**src/rtl/mdu_pkg.sv**
```systemverilog
// Shared encodings, state type and helpers for the E-stage multiply/divide unit.
package mdu_pkg;

    typedef enum logic [1:0] {
        MDU_MULT  = 2'b00,
        MDU_MULTU = 2'b01,
        MDU_DIV   = 2'b10,
        MDU_DIVU  = 2'b11
    } mdu_op_e;

    typedef enum logic [1:0] {
        ST_IDLE,
        ST_MUL,
        ST_DIV,
        ST_DONE
    } mdu_state_e;

    localparam int          DIV_CYCLES    = 32;
    localparam logic [31:0] DIV0_QUOTIENT = 32'hFFFF_FFFF;

    function automatic logic op_is_div(input mdu_op_e op);
        return (op == MDU_DIV) || (op == MDU_DIVU);
    endfunction

    function automatic logic op_is_signed(input mdu_op_e op);
        return (op == MDU_MULT) || (op == MDU_DIV);
    endfunction

    // Low 64 bits of the product of the sign/zero-extended operands.
    function automatic logic [63:0] mul64(input mdu_op_e op, input logic [31:0] a,
                                          input logic [31:0] b);
        logic [63:0] ax;
        logic [63:0] bx;
        ax = {{32{op_is_signed(op) & a[31]}}, a};
        bx = {{32{op_is_signed(op) & b[31]}}, b};
        return ax * bx;
    endfunction

endpackage

```
**src/rtl/mdu_div_core.sv**
```systemverilog
// Radix-2 restoring divider on operand magnitudes; one quotient bit per cycle,
// signs applied to the values presented alongside done_o on the final step.
module mdu_div_core
    import mdu_pkg::*;
(
    input  logic        clk,
    input  logic        rst_n,
    input  logic        start_i,
    input  logic        abort_i,
    input  logic        signed_i,
    input  logic [31:0] dividend_i,
    input  logic [31:0] divisor_i,
    output logic        done_o,
    output logic [31:0] quo_o,
    output logic [31:0] rem_o
);

    logic        busy_q;
    logic [5:0]  cnt_q;
    logic [31:0] rem_q;
    logic [31:0] quo_q;
    logic [31:0] dvs_q;
    logic        qneg_q;
    logic        rneg_q;

    logic [32:0] shifted;
    logic [32:0] diff;
    logic        fits;
    logic [31:0] rem_nxt;
    logic [31:0] quo_nxt;

    function automatic logic [31:0] cond_neg(input logic [31:0] v, input logic neg);
        return neg ? (~v + 32'd1) : v;
    endfunction

    // The dividend shifts out of quo_q into the partial remainder as quotient bits shift in.
    assign shifted = {rem_q, quo_q[31]};
    assign diff    = shifted - {1'b0, dvs_q};
    assign fits    = ~diff[32];
    assign rem_nxt = fits ? diff[31:0] : shifted[31:0];
    assign quo_nxt = {quo_q[30:0], fits};

    assign done_o = busy_q && (cnt_q == 6'(DIV_CYCLES - 1));
    assign quo_o  = cond_neg(quo_nxt, qneg_q);
    assign rem_o  = cond_neg(rem_nxt, rneg_q);

    // NOTE: sequential state uses non-blocking assignments so every register sees pre-edge values.
    always_ff @(posedge clk or negedge rst_n) begin
        if (!rst_n) begin
            busy_q <= 1'b0;
            cnt_q  <= '0;
            rem_q  <= '0;
            quo_q  <= '0;
            dvs_q  <= '0;
            qneg_q <= 1'b0;
            rneg_q <= 1'b0;
        end else if (abort_i) begin
            busy_q <= 1'b0;
        end else if (start_i) begin
            busy_q <= 1'b1;
            cnt_q  <= '0;
            rem_q  <= '0;
            quo_q  <= cond_neg(dividend_i, signed_i & dividend_i[31]);
            dvs_q  <= cond_neg(divisor_i, signed_i & divisor_i[31]);
            qneg_q <= signed_i & (dividend_i[31] ^ divisor_i[31]);
            rneg_q <= signed_i & dividend_i[31];
        end else if (busy_q) begin
            rem_q <= rem_nxt;
            quo_q <= quo_nxt;
            cnt_q <= cnt_q + 6'd1;
            if (done_o) begin
                busy_q <= 1'b0;
            end
        end
    end

endmodule

```
**src/rtl/mdu_ctrl.sv**
```systemverilog
// E-stage multiply/divide sequencer: FSM, multiply pipeline, hazard stall and
// the registered HI/LO result presented to the M-stage HI/LO register.
module mdu_ctrl
    import mdu_pkg::*;
#(
    parameter int MUL_CYCLES = 2
) (
    input  logic        clk,
    input  logic        rst,
    input  logic        start,
    input  logic [1:0]  op,
    input  logic [31:0] a,
    input  logic [31:0] b,
    input  logic        cancel,
    input  logic        hold,
    output logic        stall,
    output logic        result_valid,
    output logic [31:0] hi,
    output logic [31:0] lo,
    output logic        div_by_zero
);

    localparam int MCW = (MUL_CYCLES > 2) ? $clog2(MUL_CYCLES) : 1;

    mdu_state_e  state_q;
    mdu_op_e     op_q;
    logic [31:0] a_q;
    logic [31:0] b_q;
    logic [MCW-1:0] mcnt_q;
    logic        valid_q;
    logic [31:0] hi_q;
    logic [31:0] lo_q;
    logic        dbz_q;

    mdu_op_e     op_e;
    logic [63:0] prod;
    logic        div_start;
    logic        div_done;
    logic [31:0] div_quo;
    logic [31:0] div_rem;

    assign op_e = mdu_op_e'(op);

    // A single-cycle multiply has no MUL state, so it must read the live operands.
    assign prod = (MUL_CYCLES == 1) ? mul64(op_e, a, b) : mul64(op_q, a_q, b_q);

    assign div_start = (state_q == ST_IDLE) && start && !cancel && op_is_div(op_e)
                       && (b != '0);

    mdu_div_core u_div (
        .clk        (clk),
        .rst_n      (rst),
        .start_i    (div_start),
        .abort_i    (cancel),
        .signed_i   (op_is_signed(op_e)),
        .dividend_i (a),
        .divisor_i  (b),
        .done_o     (div_done),
        .quo_o      (div_quo),
        .rem_o      (div_rem)
    );

    assign stall = rst && !cancel && (((state_q == ST_IDLE) && start)
                   || (state_q == ST_MUL) || (state_q == ST_DIV));
    assign result_valid = valid_q && !cancel;
    assign hi           = hi_q;
    assign lo           = lo_q;
    assign div_by_zero  = dbz_q;

    always_ff @(posedge clk or negedge rst) begin
        if (!rst) begin
            state_q <= ST_IDLE;
            op_q    <= MDU_MULT;
            a_q     <= '0;
            b_q     <= '0;
            mcnt_q  <= '0;
            valid_q <= 1'b0;
            hi_q    <= '0;
            lo_q    <= '0;
            dbz_q   <= 1'b0;
        end else if (cancel) begin
            state_q <= ST_IDLE;
            valid_q <= 1'b0;
        end else begin
            case (state_q)
                ST_IDLE: begin
                    if (start) begin
                        op_q   <= op_e;
                        a_q    <= a;
                        b_q    <= b;
                        mcnt_q <= '0;
                        if (!op_is_div(op_e)) begin
                            if (MUL_CYCLES == 1) begin
                                hi_q    <= prod[63:32];
                                lo_q    <= prod[31:0];
                                dbz_q   <= 1'b0;
                                valid_q <= 1'b1;
                                state_q <= ST_DONE;
                            end else begin
                                state_q <= ST_MUL;
                            end
                        end else if (b == '0) begin
                            hi_q    <= a;
                            lo_q    <= DIV0_QUOTIENT;
                            dbz_q   <= 1'b1;
                            valid_q <= 1'b1;
                            state_q <= ST_DONE;
                        end else begin
                            state_q <= ST_DIV;
                        end
                    end
                end
                ST_MUL: begin
                    if (mcnt_q == MCW'(MUL_CYCLES - 2)) begin
                        hi_q    <= prod[63:32];
                        lo_q    <= prod[31:0];
                        dbz_q   <= 1'b0;
                        valid_q <= 1'b1;
                        state_q <= ST_DONE;
                    end else begin
                        mcnt_q <= mcnt_q + 1'b1;
                    end
                end
                ST_DIV: begin
                    if (div_done) begin
                        hi_q    <= div_rem;
                        lo_q    <= div_quo;
                        dbz_q   <= 1'b0;
                        valid_q <= 1'b1;
                        state_q <= ST_DONE;
                    end
                end
                ST_DONE: begin
                    // start is still the same instruction here, so it never re-issues.
                    if (!hold) begin
                        valid_q <= 1'b0;
                        state_q <= ST_IDLE;
                    end
                end
                default: state_q <= ST_IDLE;
            endcase
        end
    end

endmodule

```
**config.mk**
```make
export PLATFORM = sky130hd
export DESIGN_NAME = mdu_ctrl
export DESIGN_NICKNAME = d
export VERILOG_FILES = /design/src/rtl/mdu_pkg.sv /design/src/rtl/mdu_div_core.sv /design/src/rtl/mdu_ctrl.sv
export SDC_FILE = /design/constraint.sdc
export NUM_CORES = 2
export LEC_CHECK = 0
export ABC_AREA = 1
export ABC_CLOCK_PERIOD_IN_PS = 12300
export CAP_MARGIN = 20
export CORE_MARGIN = 2
export CORE_UTILIZATION = 25
export DETAILED_ROUTE_END_ITERATION = 12
export GPL_TIMING_DRIVEN = 0
export PLACE_DENSITY = 0.35
export SLEW_MARGIN = 20
export SYNTH_ARGS = -nofsm -noshare
export SYNTH_HDL_FRONTEND = slang
export SYNTH_SLANG_ARGS = --single-unit
```
**constraint.sdc**
```tcl
create_clock -name clk -period 12.3 [get_ports clk]
set_input_delay 1.845 -clock clk [delete_from_list [all_inputs] [get_ports clk]]
set_output_delay 1.845 -clock clk [all_outputs]
set_load 0.005 [all_outputs]
```
Word level (Yosys, flattened, before mapping) --
Cells that the tools add are included.
Word-level totals: flip-flop bits (word level) 240, latch bits 0, RAM bits 0, bits in read-only memories 0, input bits 71, word-level logic and storage cells 132, memories kept 0
Cells by class: add/subtract/negate cells 7, $mul 1, divide/modulo/power cells 0, magnitude comparators 0, equal/unequal tests 18, shift operators 0, mux-type cells 49, bitwise gates (word level) 12, reductions and logical operators 29
Operator list (count):
- 2-to-1 mux 32 bit | 19
- case mux 32 bit (3 select lines) | 2
- adder 32 x 1 -> 32 bit (second input constant) | 4
- NOT 32 bit | 4
- multiplier 33 x 33 -> 64 bit | 1
- subtractor 33 x 32 -> 33 bit | 1
- zero test 32 bit | 1
- nonzero test 32 bit | 1
- 2-to-1 mux 1 bit | 16
- 2-to-1 mux 2 bit | 6
- 2-to-1 mux 6 bit | 2
- != test 3 bit (second input constant) | 4
- == test 2 bit (second input constant) | 5
- logical AND 1 bit | 8
- case mux 2 bit (4 select lines) | 1
- AND reduction 7 bit | 1
- adder 6 x 1 -> 6 bit (second input constant) | 1
- == test 6 x 5 -> 1 bit (second input constant) | 1
- zero test 2 bit | 3
- != test 2 bit (second input constant) | 3
- != test 3 x 2 -> 1 bit (second input constant) | 2
- AND reduction 3 bit | 2
- AND reduction 6 bit | 1
- AND 1 bit | 5
- 14 further kinds | 22

Longest topological paths before layout --
depth after elaboration 7, depth in mapped cells 40, depth with buffers taken out 38

By module --
From an unflattened synthesis, not the netlist that was laid out.
Second synthesis, totals: cells, all modules 7661, area, all modules 57092.3 um2
Modules (own cells, without submodules):
- mdu_ctrl | instances 1, cells an instance 5925, area an instance 46474.6 um2
- mdu_div_core | instances 1, cells an instance 1736, area an instance 10617.7 um2

Worst setup path before layout --
No wires, ideal clock.
path kind register to register, from register a_q[31], to register hi_q[23], in the netlist hi[23], library setup time 0.117 ns, data arrival time 7.451 ns, setup slack 4.732 ns, stages on the path, launching flop included 30, buffers on the path 2, period minus slack after synthesis 7.568 ns, cell sequence dfrtp_1 > clkbuf_1 > clkbuf_1 > nand2_1 > nor2_1 > fa_1 > inv_1 > fa_1 > inv_1 > fa_1 > fa_1 > inv_1 > fa_1 > inv_1 > fa_1 > inv_1 > fa_1 > fa_1 > inv_1 > ha_1 > a21oi_1 > o21a_1 > o21ai_0 > a21o_1 > a21o_1 > or2_2 > nand3_1 > nand3_1 > nand2_1 > nand2_1
Between the ends: word-level cells in the longest chain between the ends 4
Ends and longest elaborated chain:
- start: declaration | line mdu_ctrl.sv:27 | logic [31:0] a_q;
- start signal: assignment | line mdu_ctrl.sv:74 | a_q <= '0;
- start signal: assignment | line mdu_ctrl.sv:89 | a_q <= a;
- AND 1 bit | line mdu_pkg.sv:34 | ax = {{32{op_is_signed(op) & a[31]}}, a};
- multiplier 33 x 33 -> 64 bit (*) | line mdu_pkg.sv:36 | return ax * bx;
- 2-to-1 mux 32 bit (*) | line mdu_ctrl.sv:114 | if (mcnt_q == MCW'(MUL_CYCLES - 2)) begin
- case mux 32 bit (3 select lines) (*) | line mdu_ctrl.sv:85 | case (state_q)
- end signal: assignment | line mdu_ctrl.sv:94 | hi_q <= prod[63:32];
- end signal: assignment | line mdu_ctrl.sv:115 | hi_q <= prod[63:32];
- end signal: assignment | line mdu_ctrl.sv:126 | hi_q <= div_rem;
- end: declaration | line mdu_ctrl.sv:31 | logic [31:0] hi_q;
Mark *: on every way between the ends. The rest lies on a longest branch, timed or not. The select of a mux whose other input is x is not followed. A chain may end at the register's enable or synchronous reset.

Worst setup path in the final report --
from register a_q[31], to register hi_q[28], in the netlist hi[28]
The elaborated chain is that of the path after synthesis.

==> metrics.txt <==
Post-Synth Adder-Cell Area=46.18%; TritonCTS Buffers=31; IO Count=138; Final nets=8875; Final Cycle Share=87.10%; Residual DRC=0; Tmin final=10710 ps; Die Width=476.0 um; setup violators final=0; Mapped Area=55690 um^2; Syn Nets=8697; Post-synth ARST share=100.0%; CP required=12770 ps; largest family of logic cells by synthesized area=adder cells; pin count of the biggest net entering global routing=86; Distinct cells, synth=61; hold buffers post-CTS=0; dominant synthesized flop cell=dfrtp_1; slowest CP cell=fa_1; clk slew on worst S/H paths=60 ps; Sink Count=238; clk_skew=33.06 ps; Gate Count Post-Synth=7246; Tot GR Track Use=24.06%; die extent in y=476.0 um; die area=226600 um^2; TritonCTS clock tree=done; Seq/Total Area, Yosys=10.69%; vias per cell=4.537; Crit path largest cell delay=1060 ps; Root Driver=clkbuf_16; critical path class=reg -> reg; Util after Layout=28.00%; worst-skew pair later-pin latency=620 ps; post-synthesis simple-gate area fraction=19.42%; DR WL/cell=25.94 um; crit start category=register; DR iter-0 viols=3324; status=completed; FMAX=0.09335 GHz; Worst Path Arrival=11190 ps; vias in the first global route=50410; Post-CTS Setup Repair Bufs=0; Initial Utilization=25.10%; worst-margin pin slew=1221 ps; Layout area overhead=11.54%; GRT overflow=0; Hold Crit Class=reg -> reg; # port buffers=137; Synth Area in Compound Gates=6.733%; Max-slew headroom=18.59%; ANT nets after route=0; initial antenna violation count=21; multiplexer share of the synthesized area=0%; Post-DP HPWL=234.8 mm; Critical Path End Type=register; post-synthesis xor/xnor area fraction=1.384%; Post-synth EDFFs=0; routed vias=47320; CTS Buffer Depth=3; drt total wl=270.5 mm; core area=221900 um^2; routability cong.=0.9280; Post-Syn Area per Cell=7.686 um^2; RSZ-0062 raised after global routing=false; Yosys warning count=0; row count=173; Final Hold Fails=0; Max Slew Vio Count=0; most used cell along the critical path=fa_1; maxcap violations=0; htree depth=1; Initial DRT Pass Iterations=5; Yosys reg bits=238; fraction of layout cells with a size suffix above 1=3.517%; global-route wire length before repair=384.5 mm; Post-CTS Resized=0; CP max FO=10
cells by family after synthesis:
family,count (synthesis)
AND/OR/NAND/NOR,2607
buffers and inverters,2287
adder cells (fa/ha/maj),1380
AO/OA/AOI/OAI,646
flip-flops,238
XOR/XNOR,88
metal layers:
layer	GRT usage (%)	share of wire [%]	wire length, um
met5	0	0.0048	13
met4	5.430	2.6	7007
met3	1.243	3.8	10290
met2	41.30	48	130700
met1	33.30	45	122600
final cells by class:
class	instances	area [um^2]
inverter	1931	7248
clock inverter	21	257.7
timing repair buffer	145	1536
clock buffer	37	848.3
antenna	4	10.01
multi-input combinational	4721	41060
tap	2975	3722
buffer	356	1481
fill	24490	159700
sequential	238	5956
Yosys cell counts (8+ instances only):
| cell | number | area, um^2 |
|---|---|---|
| o21a_1 | 19 | 142.6 |
| nor2_4 | 8 | 90.09 |
| nor2_2 | 9 | 56.30 |
| nand2_1 | 1868 | 7012 |
| clkbuf_1 | 328 | 1231 |
| nor4_1 | 10 | 62.56 |
| inv_2 | 9 | 33.78 |
| xnor2_1 | 25 | 219.0 |
| ha_1 | 254 | 3178 |
| o221ai_1 | 32 | 280.3 |
| nor3_1 | 44 | 220.2 |
| or2_2 | 23 | 143.9 |
| a31oi_1 | 22 | 137.6 |
| xor2_1 | 63 | 551.8 |
| nand4_1 | 29 | 181.4 |
| nand2_2 | 47 | 294.0 |
| fa_1 | 1126 | 22540 |
| o21bai_1 | 17 | 127.6 |
| o22ai_1 | 34 | 212.7 |
| nor2_1 | 281 | 1055 |
| nand2_4 | 19 | 214.0 |
| dfrtp_1 | 238 | 5956 |
| a21o_1 | 12 | 90.09 |
| a2bb2oi_1 | 10 | 87.58 |
| inv_1 | 1920 | 7207 |
| o211ai_1 | 11 | 82.58 |
| buf_1 | 12 | 45.04 |
| a21oi_1 | 205 | 1026 |
| o21ai_0 | 246 | 1231 |
| nand3b_1 | 9 | 67.56 |
| nand3_1 | 241 | 1206 |
per-stage QoR:
stage,area (um^2),hold WS (ps),setup TNS [ps],setup WS [ps],instances
2_1_floorplan,55690,449.1,0,4732,7246
3_3_place_gp,60790,466.8,-570310,-2458,10360
3_5_place_dp,61000,465.4,0,1661,10370
4_1_cts,62110,487.6,0,1633,10420
5_1_grt,62110,502.0,0,1339,10420
6_report,62120,480.5,0,1587,10430
worst paths after layout:
kind	start	end	slack, ps	cells past startpoint
worst max-delay path	a_q[31]$_DFFE_PN0P_	hi[28]$_DFFE_PN0P_	1590	30
worst min-delay path	lo[27]$_DFFE_PN0P_	lo[27]$_DFFE_PN0P_	480	2
worst max register to register	a_q[31]$_DFFE_PN0P_	hi[28]$_DFFE_PN0P_	1590	30
worst min register to register	lo[27]$_DFFE_PN0P_	lo[27]$_DFFE_PN0P_	480	2
max in group asynchronous	rst	hi[13]$_DFFE_PN0P_	10110	3
min in group asynchronous	rst	b_q[17]$_DFFE_PN0P_	1210	2
layout by cell type, fill, tap and decap left out, types with 7 or more instances in the layout:
cell / count
nor2_4: 8
inv_2: 9
nand2_1: 1868
a21oi_1: 205
nand4_1: 29
clkbuf_2: 37
nor2_1: 279
buf_6: 7
fa_1: 1125
inv_1: 1920
xor2_1: 63
o21ai_0: 246
nand2_2: 47
nand3_1: 241
buf_1: 12
o221ai_1: 32
a21o_1: 12
dfrtp_1: 238
xnor2_1: 25
clkdlybuf4s50_1: 136
nand2_4: 19
nor2_2: 11
ha_1: 254
a31oi_1: 22
nand3b_1: 9
o21bai_1: 17
clkbuf_16: 31
nor4_1: 10
a2bb2oi_1: 10
o211ai_1: 11
clkbuf_1: 292
nor3_1: 44
o22ai_1: 34
clkinv_2: 7
or2_2: 23
o21a_1: 19
sequential cells by signal (all words and copies together) (netlist names), 2 cells and up:
name and flops:
hi 32, u_div.quo_q 32, a_q 32, u_div.dvs_q 32
lo 32, u_div.rem_q 32, state_q 2, u_div.cnt_q 6
b_q 32
critical path: cells and delay by family (launching register included):
kind                       cells  cell delay (ps)
DFF                            1              320
and+or+nand+nor                6             1230
xor gates and xnor gates       1              180
buffers and inverters          9             2330
AOI/OAI and AO/OA              5             1240
adders and majority gates      9             5250
Power is not shown: default switching activity piles up to over one toggle a cycle in this logic, so the estimate is an artifact.
